`src/rtl/mips_pkg.sv`:
```
// Shared definitions for the pipeline hazard controller: mul/div sequencer
// state encoding, default latencies and the register-index match helper.
package mips_pkg;

  typedef enum logic [1:0] {
    MD_IDLE = 2'd0,
    MD_RUN  = 2'd1,
    MD_DONE = 2'd2
  } md_state_t;

  localparam int DIV_CYCLES_DEF = 32;
  localparam int MUL_CYCLES_DEF = 4;
  localparam int CNT_W          = 5;

  // $zero is never a real producer, so index 0 never matches.
  function automatic logic reg_match(input logic [4:0] a, input logic [4:0] b);
    return (a == b) && (a != 5'd0);
  endfunction

endpackage

```
`src/rtl/md_seq.sv`:
```
// Multi-cycle mul/div sequencer: IDLE -> RUN (latency-1 cycles) -> DONE (one
// cycle). A start in RUN is ignored; a start in DONE chains straight into RUN.
module md_seq
  import mips_pkg::*;
#(
  parameter int DIV_CYCLES = DIV_CYCLES_DEF,
  parameter int MUL_CYCLES = MUL_CYCLES_DEF
) (
  input  logic      clk,
  input  logic      rst,
  input  logic      start,
  input  logic      is_div,
  output md_state_t state,
  output logic      busy,
  output logic      done
);

  localparam logic [CNT_W-1:0] DIV_LOAD = CNT_W'(DIV_CYCLES - 2);
  localparam logic [CNT_W-1:0] MUL_LOAD = CNT_W'(MUL_CYCLES - 2);

  md_state_t        state_r;
  md_state_t        state_s;
  logic [CNT_W-1:0] cnt_r;
  logic [CNT_W-1:0] cnt_s;
  logic             busy_r;
  logic             done_r;

  // Next-state and counter logic.
  always_comb begin
    state_s = state_r;
    cnt_s   = cnt_r;
    case (state_r)
      MD_IDLE, MD_DONE: begin
        if (start) begin
          state_s = MD_RUN;
          cnt_s   = is_div ? DIV_LOAD : MUL_LOAD;
        end else begin
          state_s = MD_IDLE;
          cnt_s   = {CNT_W{1'b0}};
        end
      end
      MD_RUN: begin
        if (cnt_r == {CNT_W{1'b0}}) begin
          state_s = MD_DONE;
          cnt_s   = {CNT_W{1'b0}};
        end else begin
          state_s = MD_RUN;
          cnt_s   = cnt_r - CNT_W'(1);
        end
      end
      default: begin
        state_s = MD_IDLE;
        cnt_s   = {CNT_W{1'b0}};
      end
    endcase
  end

  // State, counter and status flags; flags are registered from the next state.
  always_ff @(posedge clk or negedge rst) begin
    if (!rst) begin
      state_r <= MD_IDLE;
      cnt_r   <= {CNT_W{1'b0}};
      busy_r  <= 1'b0;
      done_r  <= 1'b0;
    end else begin
      state_r <= state_s;
      cnt_r   <= cnt_s;
      busy_r  <= (state_s != MD_IDLE);
      done_r  <= (state_s == MD_DONE);
    end
  end

  assign state = state_r;
  assign busy  = busy_r;
  assign done  = done_r;

endmodule

```
`src/rtl/hazard_ctrl.sv`:
```
// Pipeline hazard controller: data/mul-div hazard detection and stall/flush
// priority. Forwarding-aware hazard rule selected by macro HAZARD_FWD_EN.
module hazard_ctrl
  import mips_pkg::*;
#(
  parameter int DIV_CYCLES = DIV_CYCLES_DEF,
  parameter int MUL_CYCLES = MUL_CYCLES_DEF
) (
  input  logic       clk,
  input  logic       rst,
  input  logic [4:0] ID_Rs,
  input  logic [4:0] ID_Rt,
  input  logic       ID_Wants_Rs,
  input  logic       ID_Needs_Rs,
  input  logic       ID_Wants_Rt,
  input  logic       ID_Needs_Rt,
  input  logic       ID_MD_use,
  input  logic [4:0] EX_Rdst,
  input  logic [4:0] MEM_Rdst,
  input  logic       EX_RegW,
  input  logic       EX_MemR,
  input  logic       MEM_RegW,
  input  logic       MEM_MemR,
  input  logic       EX_MD_start,
  input  logic       EX_MD_is_div,
  input  logic       mem_busy,
  input  logic       ext_flush,
  output logic       PC_Stall,
  output logic       IF_ID_Stall,
  output logic       IF_ID_flush,
  output logic       ID_EX_Stall,
  output logic       ID_EX_flush,
  output logic       EX_MEM_Stall,
  output logic       MD_busy,
  output logic       MD_done,
  output logic [1:0] md_state
);

  md_state_t md_state_s;
  logic      rs_ex_s, rs_mem_s, rt_ex_s, rt_mem_s;
  logic      data_hazard_s;
  logic      md_hazard_s;
  logic      unused_s;

  md_seq #(
    .DIV_CYCLES(DIV_CYCLES),
    .MUL_CYCLES(MUL_CYCLES)
  ) u_md_seq (
    .clk   (clk),
    .rst   (rst),
    .start (EX_MD_start),
    .is_div(EX_MD_is_div),
    .state (md_state_s),
    .busy  (MD_busy),
    .done  (MD_done)
  );

  assign md_state = md_state_s;

  assign rs_ex_s  = reg_match(ID_Rs, EX_Rdst);
  assign rs_mem_s = reg_match(ID_Rs, MEM_Rdst);
  assign rt_ex_s  = reg_match(ID_Rt, EX_Rdst);
  assign rt_mem_s = reg_match(ID_Rt, MEM_Rdst);

`ifdef HAZARD_FWD_EN
  // Only results that cannot be forwarded in time cause a stall.
  assign data_hazard_s =
      (ID_Needs_Rs && ((rs_ex_s && EX_RegW) || (rs_mem_s && MEM_MemR))) ||
      (ID_Wants_Rs && rs_ex_s && EX_MemR) ||
      (ID_Needs_Rt && ((rt_ex_s && EX_RegW) || (rt_mem_s && MEM_MemR))) ||
      (ID_Wants_Rt && rt_ex_s && EX_MemR);
  assign unused_s = MEM_RegW;
`else
  assign data_hazard_s =
      ((ID_Wants_Rs || ID_Needs_Rs) && ((rs_ex_s && EX_RegW) || (rs_mem_s && MEM_RegW))) ||
      ((ID_Wants_Rt || ID_Needs_Rt) && ((rt_ex_s && EX_RegW) || (rt_mem_s && MEM_RegW)));
  assign unused_s = EX_MemR ^ MEM_MemR;
`endif

  assign md_hazard_s = ID_MD_use && ((md_state_s != MD_IDLE) || EX_MD_start);

  // Stall/flush priority: flush, then memory wait, then hazard bubble.
  always_comb begin
    PC_Stall     = 1'b0;
    IF_ID_Stall  = 1'b0;
    IF_ID_flush  = 1'b0;
    ID_EX_Stall  = 1'b0;
    ID_EX_flush  = 1'b0;
    EX_MEM_Stall = 1'b0;
    if (ext_flush) begin
      IF_ID_flush = 1'b1;
      ID_EX_flush = 1'b1;
    end else if (mem_busy) begin
      PC_Stall     = 1'b1;
      IF_ID_Stall  = 1'b1;
      ID_EX_Stall  = 1'b1;
      EX_MEM_Stall = 1'b1;
    end else if (data_hazard_s || md_hazard_s) begin
      PC_Stall    = 1'b1;
      IF_ID_Stall = 1'b1;
      ID_EX_flush = 1'b1;
    end else begin
      PC_Stall = 1'b0;
    end
  end

endmodule

```
`config.mk`:
```
export PLATFORM = sky130hd
export DESIGN_NAME = hazard_ctrl
export DESIGN_NICKNAME = d
export VERILOG_FILES = /design/src/rtl/mips_pkg.sv /design/src/rtl/md_seq.sv /design/src/rtl/hazard_ctrl.sv
export SDC_FILE = /design/constraint.sdc
export NUM_CORES = 1
export LEC_CHECK = 0
export ABC_AREA = 1
export CAP_MARGIN = 20
export CORE_ASPECT_RATIO = 0.6
export CORE_MARGIN = 1.5
export CORE_UTILIZATION = 35
export DETAILED_ROUTE_END_ITERATION = 8
export PLACE_DENSITY_LB_ADDON = 0.25
export SYNTH_ARGS = -nofsm -noshare
export SYNTH_HDL_FRONTEND = slang
export SYNTH_SLANG_ARGS = --single-unit
export TNS_END_PERCENT = 100
```
`constraint.sdc`:
```
create_clock -name clk -period 1.1 [get_ports clk]
set_input_delay 0.22 -clock clk [delete_from_list [all_inputs] [get_ports clk]]
set_output_delay 0.22 -clock clk [all_outputs]
set_load 0.02 [all_outputs]
```
==> flow_metrics.py <==
metrics = {
    "timing": {
        "rsz0062_at_grt": "true",
        "max_freq_mhz": 681,
        "max-slew-margin-rel_pct": 71.4,
        "setup_violations": 12,
        "hold_ws_ns": 0.289,
        "skew_ns": 0.00427,
        "setup_ws_ns": -0.368,
        "period_share_pct": 133,
        "drv_slew": 0,
        "worst_pin_slew_ns": 0.428,
        "layout_min_cycle_time_ns": 1.47,
        "hold_viol": 0,
    },
    "pwr": {
        "ir_worst_vdd_mv": 0.639,
        "p_clk_share_pct": 14.9,
        "p_int_mw": 1.51,
        "power.density_nw_per_um2": 1740,
        "switching_power_mw": 1.14,
        "p_comb_share_pct": 62.0,
        "swShare_pct": 43.1,
        "power_frac_seq_pct": 23.1,
        "p_leak_nw": 0.868,
    },
    "synth": {
        "yosys.cell_count.top_type": "nand2_1",
        "ys_ff_latch": 9,
        "synthArstFlopShare_pct": 100,
        "syn-num-nets": 188,
        "synth_common_cells": "nand2_1 (68), inv_1 (22), nor2_1 (21)",
        "synthXorXnorAreaFrac_pct": 2.10,
        "synthCells": 152,
        "synth_ff_type": "dfrtp_1",
        "synth_compound_area_share_pct": 5.55,
        "ys_warn_count": 0,
        "synthAdderAreaFrac_pct": 1.50,
        "yosysTopAreaCell": "nand2_1",
        "synth_top_family_by_area": "simple AND/OR/NAND/NOR gates",
        "synth-edff-count": 0,
        "synthDominantCellAreaShare_pct": 30.6,
        "yosysUniqueCellTypes": 15,
        "syn_area_per_cell_um2": 5.49,
        "synth_area_leaders": "nand2_1 (31%), dfrtp_1 (27%), inv_1 (9.9%)",
        "muxShareOfSynthArea_pct": 0,
        "ys_seq_area_share_pct": 27.0,
        "synthSimpleGateAreaFrac_pct": 48.1,
        "netlist_area_um2": 835,
    },
    "layout": {
        "n_antenna_cell": 0,
        "nFillCells": 192,
        "areaGrowthSynthToFinish_pct": 82.8,
        "multiInputGateArea_um2": 649,
        "area.sequential_um2": 228,
        "layout.nets": 248,
        "utilization_pct": 68.9,
        "final_layout_size_suffix_gt1_share_pct": 50.7,
        "fin_cells": 241,
        "final_area_um2": 1530,
    },
    "clock_network": {
        "cts_made_buffers": 3,
        "cts_sinks": 9,
        "clkTransAtPathRegs_ns": 0.05,
        "postCtsHoldBufs": 0,
        "clockBufferDepth": 2,
        "cts_tree": "done",
        "h-tree-depth": 1,
        "cts_root_buffer": "clkbuf_8",
        "clk_latency_ns": 0.24,
    },
    "setup_path": {
        "crit_type": "reg2out",
        "cp_cell_sequence": "o31ai_4 -> nand3_2 -> nand2_1 -> nand2_2 -> buf_6",
        "slowest_delay_ns": 0.42,
        "critPathLaunchType": "register",
        "crit_buf_inv": 1,
        "cp_top_family": "flip-flops",
        "required_ns": 0.88,
        "endpoint_kind": "output pin",
        "critPathArrivalTime_ns": 1.25,
        "cp_slowest_cell": "dfrtp_2",
        "cp_max_fo": 2,
    },
    "die": {
        "floorplan.rows": 13,
        "core_area_um2": 2210,
        "die_y_um": 40.8,
        "die-area_um2": 2700,
        "die_w_um": 66.0,
        "initial_utilization_pct": 37.7,
        "ioPinCount": 45,
    },
    "drt": {
        "antenna_left": 0,
        "post_drt_wl_per_cell_um": 13.7,
        "drc": 0,
        "drt_pass1_iterations": 4,
        "drt-initial-drc-count": 67,
        "num_vias": 1181,
        "finalWirelength_um": 3300,
        "viasPerCell": 4.90,
    },
    "run_status": {
        "status": "complete, but fails checks",
        "violations": "setup timing",
    },
    "global_route": {
        "first_global_vias": 1132,
        "antenna_found_initial": 0,
        "grt_overflow": 0,
        "grt_use_total_pct": 26.0,
        "grt_max_degree": 10,
        "grt_pass1_wl_um": 5000,
    },
    "placed_design": {
        "placed_cell_area_um2": 1390,
        "gp_congestion": 0.937,
        "placedCellCount": 234,
        "place_ws_ns": -1.24,
        "port_buffers": 42,
        "dp_hpwl_um": 2380,
    },
    "hold_path": {
        "hp-class": "in2async",
    },
    "job": {
        "drv_cap": 0,
    },
}
[routing by layer]
metal / track usage, % / wire (um)
met1: 31.4 / 1430
met2: 49.2 / 1620
met4: 7.65 / 29
met5: 0 / 0
met3: 4.95 / 229
[worst register-to-register path: cells and delay by family (launching register included)]
| kind | cells | cell delay, ns |
|---|---|---|
| buffers and inverters | 1 | 0.06 |
| flip-flops | 1 | 0.38 |
| adder cells (fa/ha/maj) | 1 | 0.17 |
| AND/OR/NAND/NOR | 3 | 0.46 |
| AO/OA/AOI/OAI | 1 | 0.07 |
[layout by cell type, fill, tap and decap left out]
cell type | netlist | routed
inv_1 | 22 | 16
o22ai_2 | 0 | 1
buf_4 | 3 | 10
nand3_1 | 7 | 5
nand2_4 | 0 | 1
buf_2 | 0 | 6
nand2_1 | 68 | 52
nor3_1 | 2 | 1
nand3_2 | 1 | 3
clkdlybuf4s15_1 | 0 | 1
dlygate4sd2_1 | 0 | 4
nand2_2 | 0 | 15
o31ai_4 | 0 | 1
o21ai_1 | 5 | 1
clkbuf_4 | 0 | 1
clkbuf_8 | 0 | 3
nor3b_4 | 0 | 1
nor3_2 | 0 | 1
o31ai_2 | 0 | 1
xnor2_1 | 2 | 2
dfrtp_2 | 0 | 2
clkdlybuf4s50_1 | 0 | 3
clkbuf_1 | 0 | 1
o21ai_2 | 0 | 4
nor2_2 | 0 | 7
inv_2 | 7 | 13
dlymetal6s2s_1 | 0 | 3
nor2_4 | 0 | 6
clkbuf_2 | 0 | 17
dfrtp_1 | 9 | 7
ha_2 | 0 | 1
nor2_1 | 21 | 8
buf_6 | 0 | 13
[metrics by stage]
step | total power [mW] | TNS (ns)
after CTS | 2.51 | -1.88
final | 2.66 | -2.11
after global placement | 1.79 | -5.97
after floorplan | 1.22 | -0.510
after detailed placement | 1.85 | -6.44
after global routing | 2.81 | -2.71
[timing repair]
item,CTS,global route
pin swaps,24,28
gates resized for setup,132,55
setup buffers,3,0
setup endpoints to repair,18,17
endpoints found under the hold margin,0,0
[power by group through the flow]
| stage | Combinational, mW | Sequential [mW] | Clock [mW] |
|---|---|---|---|
| finish | 1.65 | 0.614 | 0.397 |
| global route | 1.78 | 0.625 | 0.404 |
| CTS | 1.51 | 0.602 | 0.393 |
| detailed placement | 1.27 | 0.576 | 0 |
| global placement | 1.22 | 0.572 | 0 |
| floorplan | 0.558 | 0.665 | 0 |
[layout make-up]
class,count,share of cell area (%)
repair buffers,58,29.9
well taps,30,2.46
inverters,29,7.14
clock buffers,4,2.95
multi-input cells,111,42.6
flip-flops and latches,9,14.9
[state kept, by name, summed over array words and instances (netlist names)]
| signal | count |
|---|---|
| u_md_seq.done | 1 |
| u_md_seq.cnt_r | 5 |
| u_md_seq.state | 2 |
| u_md_seq.busy | 1 |
[path summary, 6_finish.rpt]
| kind | startpoint | end | cells past startpoint | slack (ns) |
|---|---|---|---|---|
| max reg2reg | u_md_seq.cnt_r[1]$_DFF_PN0_ | u_md_seq.cnt_r[2]$_DFF_PN0_ | 6 | -0.16 |
| min reg2reg | u_md_seq.cnt_r[0]$_DFF_PN0_ | u_md_seq.cnt_r[0]$_DFF_PN0_ | 2 | 0.52 |
| max in group asynchronous | rst | u_md_seq.state[1]$_DFF_PN0_ | 1 | 0.49 |
| min in group clk | u_md_seq.cnt_r[0]$_DFF_PN0_ | u_md_seq.cnt_r[0]$_DFF_PN0_ | 2 | 0.52 |
| max | u_md_seq.state[0]$_DFF_PN0_ | IF_ID_Stall | 5 | -0.37 |
| min | rst | u_md_seq.cnt_r[3]$_DFF_PN0_ | 1 | 0.29 |
[cells by family after synthesis]
family	Yosys count
adders and majority gates	1
AOI/OAI and AO/OA	8
and+or+nand+nor	100
DFF	9
xor gates and xnor gates	2
buffers and inverters	32
No activity file was read; power rests on OpenSTA's default activity.
